File: src/rtl/aespim_pkg.sv
// Shared types and default widths for the carry-less (GF(2)) polynomial divider.
package aespim_pkg;

  localparam int GDIV_DW = 64;
  localparam int GDIV_RW = 32;

  typedef enum logic [1:0] {
    IDLE,
    CALC,
    DONE
  } gdiv_state_e;

endpackage

File: src/rtl/aespim_msb_idx.sv
// Combinational priority encoder: index of the highest set bit plus a nonzero flag.
module aespim_msb_idx
  import aespim_pkg::*;
#(
  parameter int W  = GDIV_RW,
  parameter int IW = $clog2(W)
) (
  input  logic [W-1:0]  vec_i,
  output logic [IW-1:0] idx_o,
  output logic          nonzero_o
);

  // Later (higher) bits overwrite earlier ones, so the last hit is the MSB.
  always_comb begin
    idx_o     = '0;
    nonzero_o = 1'b0;
    for (int k = 0; k < W; k++) begin
      if (vec_i[k]) begin
        idx_o     = IW'(k);
        nonzero_o = 1'b1;
      end
    end
  end

endmodule

File: src/rtl/aespim_gdiv.sv
// Bit-serial GF(2) polynomial divider: P = clmul(Q,B) xor R, one dividend bit per CALC cycle.
module aespim_gdiv
  import aespim_pkg::*;
#(
  parameter int DW = GDIV_DW,
  parameter int RW = GDIV_RW
) (
  input  logic          clk_i,
  input  logic          rst_i,
  input  logic          in_valid_i,
  output logic          in_ready_o,
  input  logic [DW-1:0] dividend_i,
  input  logic [RW-1:0] divisor_i,
  output logic          out_valid_o,
  input  logic          out_ready_i,
  output logic [DW-1:0] quotient_o,
  output logic [RW-1:0] remainder_o,
  output logic          div_zero_o
);

  localparam int CW = $clog2(DW);
  localparam int IW = $clog2(RW);

  gdiv_state_e   state_q, state_d;
  logic [DW-1:0] p_q, p_d;
  logic [RW-1:0] b_q, b_d;
  logic [IW-1:0] d_q, d_d;
  logic [CW-1:0] cnt_q, cnt_d;
  logic [DW-1:0] q_q, q_d;
  logic [RW-1:0] r_q, r_d;
  logic          dz_q, dz_d;
  logic [RW:0]   t;

  logic [IW-1:0] b_idx;
  logic          b_nz;

  aespim_msb_idx #(
    .W  (RW),
    .IW (IW)
  ) u_msb_idx (
    .vec_i     (divisor_i),
    .idx_o     (b_idx),
    .nonzero_o (b_nz)
  );

  always_comb begin
    state_d = state_q;
    p_d     = p_q;
    b_d     = b_q;
    d_d     = d_q;
    cnt_d   = cnt_q;
    q_d     = q_q;
    r_d     = r_q;
    dz_d    = dz_q;
    // r always stays below x^d, so the shifted-in word t never needs more than RW+1 bits.
    t       = {r_q, p_q[cnt_q]};

    case (state_q)
      IDLE: begin
        if (in_valid_i) begin
          p_d   = dividend_i;
          b_d   = divisor_i;
          d_d   = b_idx;
          cnt_d = CW'(DW - 1);
          q_d   = '0;
          if (b_nz) begin
            r_d     = '0;
            dz_d    = 1'b0;
            state_d = CALC;
          end else begin
            r_d     = dividend_i[RW-1:0];
            dz_d    = 1'b1;
            state_d = DONE;
          end
        end
      end
      CALC: begin
        if (t[{1'b0, d_q}]) begin
          q_d[cnt_q] = 1'b1;
          r_d        = t[RW-1:0] ^ b_q;
        end else begin
          r_d = t[RW-1:0];
        end
        if (cnt_q == '0) begin
          state_d = DONE;
        end else begin
          cnt_d = cnt_q - 1'b1;
        end
      end
      DONE: begin
        if (out_ready_i) begin
          state_d = IDLE;
        end
      end
      default: state_d = IDLE;
    endcase
  end

  always_ff @(posedge clk_i or posedge rst_i) begin
    if (rst_i) begin
      state_q <= IDLE;
      p_q     <= '0;
      b_q     <= '0;
      d_q     <= '0;
      cnt_q   <= '0;
      q_q     <= '0;
      r_q     <= '0;
      dz_q    <= 1'b0;
    end else begin
      state_q <= state_d;
      p_q     <= p_d;
      b_q     <= b_d;
      d_q     <= d_d;
      cnt_q   <= cnt_d;
      q_q     <= q_d;
      r_q     <= r_d;
      dz_q    <= dz_d;
    end
  end

  assign in_ready_o  = (state_q == IDLE);
  assign out_valid_o = (state_q == DONE);
  assign quotient_o  = q_q;
  assign remainder_o = r_q;
  assign div_zero_o  = dz_q;

endmodule

File: config.mk
export PLATFORM = sky130hd
export DESIGN_NAME = aespim_gdiv
export DESIGN_NICKNAME = d
export VERILOG_FILES = /design/src/rtl/aespim_pkg.sv /design/src/rtl/aespim_msb_idx.sv /design/src/rtl/aespim_gdiv.sv
export SDC_FILE = /design/constraint.sdc
export NUM_CORES = 1
export LEC_CHECK = 0
export BUFFER_PORTS_ARGS = -buffer_cell sky130_fd_sc_hd__buf_4
export CAP_MARGIN = 20
export CORE_ASPECT_RATIO = 0.9
export CORE_MARGIN = 3
export CORE_UTILIZATION = 35
export DETAILED_ROUTE_END_ITERATION = 8
export GPL_TIMING_DRIVEN = 0
export PLACE_DENSITY = 0.61
export SLEW_MARGIN = 40
export SYNTH_ARGS = -nofsm -noshare
export SYNTH_HDL_FRONTEND = slang
export SYNTH_SLANG_ARGS = --single-unit
export TNS_END_PERCENT = 100
File: constraint.sdc
create_clock -name clk_i -period 8.1 [get_ports clk_i]
set_clock_uncertainty 0.2 [all_clocks]
set_input_delay 1.62 -clock clk_i [delete_from_list [all_inputs] [get_ports clk_i]]
set_output_delay 1.62 -clock clk_i [all_outputs]
set_load 0.03 [all_outputs]
Word level (Yosys, flattened, before mapping)
Index checks and enable logic that the tools add are counted.

Register bits: 206. Bits of input ports: 100. Output and inout port bits: 99. Word-level logic and storage cells: 115.

Add/subtract/negate cells: 1. $lt $le $gt $ge: 3. Equality and inequality tests: 7. Muxes and demuxes: 85. Bitwise operators: 2. Reduce and logical (&&, ||, !) cells: 9.

Operators by type and width (count): 64-bit 2-to-1 mux (2); 64-bit case mux with 2 select lines (1); 32-bit 2-to-1 mux (3); 5-bit 2-to-1 mux (16); 64-bit bitwise OR (1); 32-bit case mux with 2 select lines (1); 1-bit 2-to-1 mux (37); 4-bit 2-to-1 mux (8); 32-bit XOR (1); 2-bit 2-to-1 mux (6); 3-bit 2-to-1 mux (4); 6-bit 2-to-1 mux (2); 6-bit case mux with 2 select lines (1); 3-bit AND reduction (3); 2-bit != test, second input constant (4); 5-bit by 7-bit less-than comparator with 1-bit output, second input constant (1); 6-bit by 7-bit less-than comparator with 1-bit output, second input constant (1); 1-bit binary-select mux with 6-bit select (1); 1-bit demux with 6-bit select (1); 6-bit by 1-bit greater-or-equal comparator with 1-bit output, second input constant (1); 6-bit zero test (1); 2-bit case mux with 3 select lines (1); 6-bit by 1-bit subtractor with 6-bit output, second input constant (1); 1-bit binary-select mux with 5-bit select (1); 7 further kinds (8).

Logic depth before layout (Yosys ltp)
Gate-level depths: netlist (run 1).

Word-level depth: 35. Mapped depth: 13. Gate-level depth less buffers: 8.

Cells and area by module
From an unflattened synthesis (run 1), not the netlist that was laid out.

Cells, all modules: 1121. Area, all modules: 10158.5 µm².

By module, submodules not included: aespim_gdiv (times used 1, cells each 1059, area each 9800.6 µm², seq. area each 5154.9 µm²); aespim_msb_idx (times used 1, cells each 62, area each 357.8 µm², seq. area each 0.0 µm²).

Worst setup path after synthesis (run 1)
Ideal clock, no wire load.

Path type: in2reg. Start point: input divisor_i[20]. End point: register r_q[12], in the netlist remainder_o[12]. Setup time: 0.066 ns. Data arrival time: 3.619 ns. Data required time: 7.834 ns. Path slack: 4.214 ns. Stages on the path: 9. Buffers on the path: 2. Cells stage by stage: or4_1 > nor3_1 > inv_1 > nor4_1 > clkbuf_1 > clkbuf_1 > nand3_1 > nand3_1 > o31a_1.

Longest elaborated chain between the ends: 15.

RTL lines: from (decl) (line aespim_gdiv.sv:13) `input logic [RW-1:0] divisor_i,`; 1-bit 2-to-1 mux (12 in a row) (line aespim_msb_idx.sv:18) `if (vec_i[k]) begin`; 32-bit 2-to-1 mux (line aespim_gdiv.sv:66) `if (b_nz) begin`; 32-bit 2-to-1 mux (line aespim_gdiv.sv:60) `if (in_valid_i) begin`; 32-bit case mux with 2 select lines (line aespim_gdiv.sv:58) `case (state_q)`; to (signal assigned) (line aespim_gdiv.sv:116) `r_q <= r_d;`; to (decl) (line aespim_gdiv.sv:30) `logic [RW-1:0] r_q, r_d;`.

No other way between the ends. The select of a mux whose other input is x is not followed. A chain may end at the register's enable or synchronous reset.

Worst setup path in the final report (run 1)
Start point: input divisor_i[20]. End point: register r_q[5], in the netlist remainder_o[5].

Same word-level chain as after synthesis.

==> flow_metrics.env, run 1 <==
export IMPL_outcome="finished, final reports clean"
export IMPL_p_per_area_mw_per_mm2=402
export IMPL_ios=199
export IMPL_power_leakage_nw=6.25
export IMPL_required_ns=8.34
export IMPL_cp_buffers_inverters=4
export IMPL_cp_max_fo=10
export IMPL_nNetsFinal=1458
export IMPL_dp_cells=1690
export IMPL_row_count=58
export IMPL_yosys_area_top_type_share=0.506
export IMPL_ys_flop_type="dfrtp_1"
export IMPL_port_buffers=198
export IMPL_cp_slowest_cell="nor4_1"
export IMPL_start_util=0.360
export IMPL_numCtsBuffers=24
export IMPL_yosysMostFrequentCell="nand2_1"
export IMPL_fin_crit_sh=0.557
export IMPL_cts_resized=0
export IMPL_yosys_top_cells_area="dfrtp_1 (51%), nand2_1 (12%), nor2_1 (4.3%)"
export IMPL_dp_slack_ns=3.18
export IMPL_drv_cap=0
export IMPL_drt_total_wl_microns=35700
export IMPL_grt_overflow=0
export IMPL_place_congestion=0.876
export IMPL_setup_tns_ns=0
export IMPL_startpoint_type="input port"
export IMPL_antenna_cells=0
export IMPL_p_total_mw=5.24
export IMPL_holdBufCountCts=0
export IMPL_h_tree_depth=1
export IMPL_finalSetupViolations=0
export IMPL_timing_rr_end="remainder_o[18]"
export IMPL_vias_per_cell=5.47
export IMPL_wl_per_cell_microns=20.6
export IMPL_report_final_slew_viol_count=0
export IMPL_core_region_area_sq_mm=0.0283
export IMPL_dp_hpwl_microns=26900
export IMPL_cts_tree="yes"
export IMPL_hp_class="reg -> reg"
export IMPL_timing_slew_headroom=0.391
export IMPL_synth_edff_count=0
export IMPL_worst_setup_path_type="in -> reg"
export IMPL_crit_family="simple AND/OR/NAND/NOR gates"
export IMPL_arrival_ns=4.75
export IMPL_synth_async_reset_ratio=1.00
export IMPL_cp_cell_sequence="buf_4 -> or4_1 -> nor3_1 -> inv_1 -> nor4_1 -> and2_1 -> clkbuf_1 -> clkbuf_1 -> a221oi_1 -> o211ai_2"
export IMPL_finalNonFillerCells=1734
export IMPL_clk_pin_slew_ns=0.06
export IMPL_yosys_warnings=0
export IMPL_cp_common_cell="clkbuf_1"
export IMPL_clk_path_buf_depth=3
export IMPL_ff2ff_path_depth=12
export IMPL_worst_slew_pin_slew_ns=0.914
export IMPL_clk_latency_ns=0.52
export IMPL_ys_ff_latch=206
export IMPL_slowest_delay_ns=0.69
export IMPL_crit_path_end_kind="register"
export IMPL_yosysUniqueCellTypes=55
export IMPL_drc=0
export IMPL_seq_area_frac_synth=0.506
export IMPL_rsz0062_at_grt="false"
export IMPL_grt_pass1_vias=9507
export IMPL_die_w_microns=186
export IMPL_fill_cells=2782
export IMPL_area_delta_synth_final_pct=27.9
export IMPL_die_height_microns=168
export IMPL_syn_inst=1130
export IMPL_max_freq_mhz=222
export IMPL_setup_ws_ns=3.59
export IMPL_synth_area_per_cell_sq_um=9.02
export IMPL_post_cts_buffers=0
export IMPL_regArea_sq_mm=0.00515
export IMPL_root_buffer="clkbuf_16"
export IMPL_synthTopCellsByCount="nand2_1 (336), dfrtp_1 (206), nor2_1 (117)"
export IMPL_syn_area_sq_mm=0.0102
export IMPL_hold_viol=0
export IMPL_grt_pass1_wl_microns=54800
export IMPL_synth_top_cell_by_area="dfrtp_1"
export IMPL_dieArea_sq_mm=0.0312
export IMPL_worst_path_stages=10
export IMPL_worstSetupEndpoint="remainder_o[5]"
export IMPL_drt_iter0_drc=730
export IMPL_grt_max_degree=77
export IMPL_cts_sinks=206
export IMPL_vias=9477
export IMPL_drtAntennaViolNets=0
export IMPL_final_util=0.461
export IMPL_critPathLaunch="divisor_i[20]"
export IMPL_antenna_found_initial=0
export IMPL_peakVddDrop_mv=0.153
export IMPL_reg2reg_from="cnt_q[0]"
export IMPL_fin_crit_ns=4.51
export IMPL_r2r_slack_ns=4.26
export IMPL_grt_usage=0.226
export IMPL_dr_pass1_iters=5
export IMPL_multi_input_area_sq_mm=0.00462
export IMPL_syn_nets=1232
export IMPL_drive_above_1_share=0.215
-- logic make-up after synthesis --
family | count (synthesis) | synth area share
mux | 29 | 0.0471
simple gates | 587 | 0.252
fa+ha+maj | 2 | 0.00245
compound gates | 207 | 0.150
flops | 206 | 0.506
xor+xnor | 1 | 0.000859
buf+inv | 98 | 0.0415
-- layout make-up --
| type | instances | area share |
|---|---|---|
| flip-flops and latches | 206 | 0.395 |
| clock inverters | 7 | 0.00873 |
| multi-input cells | 826 | 0.354 |
| repair buffers | 200 | 0.118 |
| plain buffers | 85 | 0.0287 |
| well taps | 360 | 0.0345 |
| clock buffers | 37 | 0.0560 |
| inverters | 13 | 0.00432 |
-- where the power goes --
part           switching, mW  total (mW)  leakage (nW)  internal [mW]
clock                  0.435        1.15         0.417          0.715
sequential             0.317        1.70          2.62           1.38
combinational           1.52        2.40          3.21          0.878
-- placed cells by master (no fill, tap or decap), types with 4 or more instances in the layout --
master,synthesis,routed
nand2_1,336,336
dfrtp_1,206,206
buf_4,0,198
nor2_1,117,116
clkbuf_1,60,66
a31oi_1,52,52
nand3_1,38,38
a21oi_1,29,29
clkbuf_16,0,25
nor3_1,20,20
o21ai_0,19,19
a221oi_1,16,16
nor4b_1,16,16
o31a_1,16,16
mux4_2,15,15
nor3b_1,15,15
nand4b_1,15,15
o211ai_2,15,15
buf_2,14,14
a21boi_0,14,14
mux2i_1,12,12
a211oi_1,12,12
inv_1,12,11
nor4_1,7,7
buf_1,6,6
a41oi_1,6,6
clkbuf_8,0,6
buf_6,5,5
nor2b_1,5,5
o31ai_1,5,5
and2_1,4,4
nand2b_1,4,4
a21boi_1,4,4
-- sequential cells by signal, indices dropped and copies added, names as in the netlist --
| register | cells |
|---|---|
| p_q | 64 |
| quotient_o | 64 |
| b_q | 32 |
| remainder_o | 32 |
| cnt_q | 6 |
| d_q | 5 |
| state_q | 2 |
| div_zero_o | 1 |
-- stage by stage --
step | hold WS, ns | cell area (sq um)
3_3_place_gp | 0.254 | 12100
3_5_place_dp | 0.259 | 12200
4_1_cts | 0.273 | 13000
6_report | 0.271 | 13000
5_1_grt | 0.289 | 13000
2_1_floorplan | 0.238 | 10200
-- how the worst min path moves through the flow --
stage | from | end | slack [ns] | depth (start not counted)
floorplan | p_q[17] | p_q[17] | 0.24 | 2
global placement | p_q[14] | p_q[14] | 0.25 | 2
detailed placement | p_q[5] | p_q[5] | 0.26 | 2
CTS | p_q[5] | p_q[5] | 0.27 | 2
global route | p_q[6] | p_q[6] | 0.29 | 2
finish | p_q[56] | p_q[56] | 0.27 | 2
-- worst register-to-register path, cell delays in order, from the launching register on --
cell and delay, ns:
dfrtp_1 0.48, buf_6 0.21, buf_2 0.30, mux2i_1 0.31, o2bb2ai_1 0.10, a211oi_1 0.30, o32ai_1 0.18, a2111oi_4 0.78
nor2_2 0.12, buf_6 0.18, clkbuf_1 0.26, nand4b_1 0.20, o211ai_2 0.09
-- layer usage --
| layer | share of wire | track usage |
|---|---|---|
| met1 | 0.44 | 0.315 |
| met5 | 0 | 0 |
| met3 | 0.084 | 0.0518 |
| met4 | 0.021 | 0.0557 |
| met2 | 0.46 | 0.358 |
(Power assumes the default switching activity.)
==> run 2: changes to the inputs <==
- ABC_AREA: default -> 1
- PLACE_DENSITY: 0.61 -> 0.63
- clock period: 8.1 -> 3.93 ns (I/O delays scaled with it)
==> flow_metrics.env, run 2 <==
export IMPL_outcome="finished, final reports clean"
export IMPL_timing_slew_headroom=0.483
export IMPL_synth_area_per_cell_sq_um=7.69
export IMPL_timing_rr_end="quotient_o[21]"
export IMPL_crit_path_end_kind="register"
export IMPL_dieArea_sq_mm=0.0317
export IMPL_max_freq_mhz=278
export IMPL_area_delta_synth_final_pct=29.1
export IMPL_vias=9878
export IMPL_start_util=0.357
export IMPL_synth_edff_count=0
export IMPL_die_height_microns=169
export IMPL_setup_tns_ns=0
export IMPL_h_tree_depth=1
export IMPL_numCtsBuffers=24
export IMPL_syn_nets=1448
export IMPL_drt_total_wl_microns=34900
export IMPL_final_util=0.461
export IMPL_drive_above_1_share=0.186
export IMPL_grt_pass1_wl_microns=53900
export IMPL_syn_inst=1346
export IMPL_required_ns=4.11
export IMPL_synth_top_cell_by_area="dfrtp_1"
export IMPL_rsz0062_at_grt="false"
export IMPL_regArea_sq_mm=0.00515
export IMPL_yosys_warnings=0
export IMPL_pwr_share_clk=0.215
export IMPL_p_per_area_mw_per_mm2=767
export IMPL_syn_area_sq_mm=0.0104
export IMPL_grt_pass1_vias=9494
export IMPL_multi_input_area_sq_mm=0.00424
export IMPL_grt_usage=0.215
export IMPL_crit_family="simple AND/OR/NAND/NOR gates"
export IMPL_synthTopCellsByCount="nand2_1 (422), dfrtp_1 (206), inv_1 (158)"
export IMPL_ff2ff_path_depth=17
export IMPL_holdWs_ns=0.257
export IMPL_power_leakage_nw=6.59
export IMPL_r2r_slack_ns=0.33
export IMPL_yosys_area_top_type_share=0.498
export IMPL_antenna_found_initial=0
export IMPL_holdBufCountCts=1
export IMPL_p_total_mw=10.3
export IMPL_drt_iter0_drc=1065
export IMPL_worst_slew_pin_slew_ns=0.772
export IMPL_die_w_microns=187
export IMPL_hold_path_cell_count=3
export IMPL_hp_class="in -> reg"
export IMPL_cts_sinks=206
export IMPL_antenna_cells=0
export IMPL_drc=0
export IMPL_drtAntennaViolNets=0
export IMPL_worst_setup_path_type="reg -> reg"
export IMPL_dp_hpwl_microns=26300
export IMPL_peakVddDrop_mv=0.356
export IMPL_slowest_delay_ns=0.49
export IMPL_cts_tree="yes"
export IMPL_startpoint_type="register"
export IMPL_yosysUniqueCellTypes=41
export IMPL_grt_overflow=0
export IMPL_hold_viol=0
export IMPL_arrival_ns=3.77
export IMPL_drv_cap=0
export IMPL_report_final_slew_viol_count=0
export IMPL_p_seq_frac=0.332
export IMPL_internal_power_mw=5.69
export IMPL_fin_crit_sh=0.915
export IMPL_clk_pin_slew_ns=0.06
export IMPL_p_comb_frac=0.453
export IMPL_clk_path_buf_depth=3
export IMPL_fin_crit_ns=3.60
export IMPL_port_buffers=198
export IMPL_root_buffer="clkbuf_16"
export IMPL_final_cell_mix="nand2_1 (422), dfrtp_1 (206), buf_4 (203), inv_1 (157), nor2_1 (135)"
export IMPL_row_count=59
export IMPL_dp_cells=1950
export IMPL_post_cts_buffers=0
export IMPL_wl_per_cell_microns=17.5
export IMPL_finalNonFillerCells=1994
export IMPL_dr_pass1_iters=6
export IMPL_power_switching_mw=4.57
export IMPL_cts_resized=0
export IMPL_hold_start="dividend_i[36]"
export IMPL_place_congestion=0.944
export IMPL_cp_buffers_inverters=3
export IMPL_vias_per_cell=4.95
export IMPL_yosysMostFrequentCell="nand2_1"
export IMPL_ys_flop_type="dfrtp_1"
export IMPL_cp_cell_sequence="inv_4 -> nand3_2 -> buf_2 -> o22ai_1 -> o41ai_2 -> nand2_1 -> nor2_1 -> nand2_1 -> o21ai_1 -> nand3_1 -> nand2_1 -> nand3_2 -> nand2_4 -> nor2_4 -> buf_2 -> nand2_1 -> a21oi_1"
export IMPL_final_common_cell="nand2_1"
export IMPL_cp_max_fo=10
export IMPL_grt_max_degree=25
export IMPL_yosys_top_cells_area="dfrtp_1 (50%), nand2_1 (15%), inv_1 (5.7%)"
export IMPL_ys_ff_latch=206
export IMPL_reg2reg_from="cnt_q[0]"
export IMPL_min_to="p_q[36]"
export IMPL_nNetsFinal=1683
export IMPL_core_region_area_sq_mm=0.0290
export IMPL_clk_latency_ns=0.52
export IMPL_finalSetupViolations=0
export IMPL_swShare=0.445
export IMPL_synth_async_reset_ratio=1.00
export IMPL_ios=199
export IMPL_cp_slowest_cell="dfrtp_1"
export IMPL_cp_common_cell="nand2_1"
export IMPL_fill_cells=2927
export IMPL_seq_area_frac_synth=0.498
[run 2: cell count changes in the layout (fill, tap and decap cells not counted), sizes merged, moves of 16 or more]
cell / delta
nand2: +89
o31a: -16
a21oi: +53
inv: +149
xor2: +18
o21ai: +102
a31oi: -47
a21boi: -18
clkbuf: -18
nor4b: -16
nor2: +19
nor3: -16
[run 2: cell type report]
cell class              count  share of cell area
repair buffers            209               0.131
plain buffers              69              0.0252
flip-flops and latches    206               0.386
clock inverters             5             0.00402
multi-input cells         907               0.317
clock buffers              38              0.0534
well taps                 396              0.0371
inverters                 164              0.0467
[run 2: cells by family after synthesis]
logic type                 synth area share
AOI/OAI and AO/OA                     0.132
xor gates and xnor gates             0.0271
adders and majority gates           0.00242
buffers and inverters                0.0923
DFF                                   0.498
muxes                               0.00290
and+or+nand+nor                       0.246
[run 2: metal layers]
metal	global-route usage	vias to the layer above	routed length, microns
met3	0.0330	60	2810
met2	0.324	409	15200
met4	0.0615	0	929
met5	0	-	0
li1	-	4721	-
met1	0.322	4688	15900
[run 2: worst register-to-register path, cell delays in order, from the launching register on]
cell     delay, ns
dfrtp_1       0.49
inv_4         0.13
nand3_2       0.21
buf_2         0.39
o22ai_1       0.20
o41ai_2       0.33
nand2_1       0.11
nor2_1        0.12
nand2_1       0.16
o21ai_1       0.17
nand3_1       0.09
nand2_1       0.10
nand3_2       0.12
nand2_4       0.18
nor2_4        0.11
buf_2         0.20
nand2_1       0.09
a21oi_1       0.06
[run 2: power by group through the flow]
stage	logic, mW	registers (mW)	clock network [mW]
after global routing	5.14	3.48	2.33
after CTS	4.62	3.41	2.25
after floorplan	2.81	3.60	0
after detailed placement	4.60	3.43	0
final	4.64	3.41	2.20
after global placement	4.48	3.42	0
[run 2: how the worst max path moves through the flow]
| stage | from | end | slack [ns] | cells after the start |
|---|---|---|---|---|
| 3_5_place_dp | cnt_q[0] | quotient_o[59] | 0.47 | 17 |
| 5_1_grt | d_q[0] | remainder_o[2] | 0.18 | 13 |
| 6_report | cnt_q[0] | quotient_o[21] | 0.33 | 17 |
| 3_3_place_gp | rst_i | p_q[37] | -1.11 | 2 |
| 4_1_cts | cnt_q[0] | quotient_o[18] | 0.41 | 17 |
| 2_1_floorplan | rst_i | b_q[0] | 0.27 | 1 |
[run 2: stage by stage]
step | cell area [sq um] | worst slack [ns]
2_1_floorplan | 10400 | 0.272
3_3_place_gp | 12300 | -1.11
3_5_place_dp | 12600 | 0.467
4_1_cts | 13400 | 0.414
5_1_grt | 13400 | 0.179
6_report | 13400 | 0.334
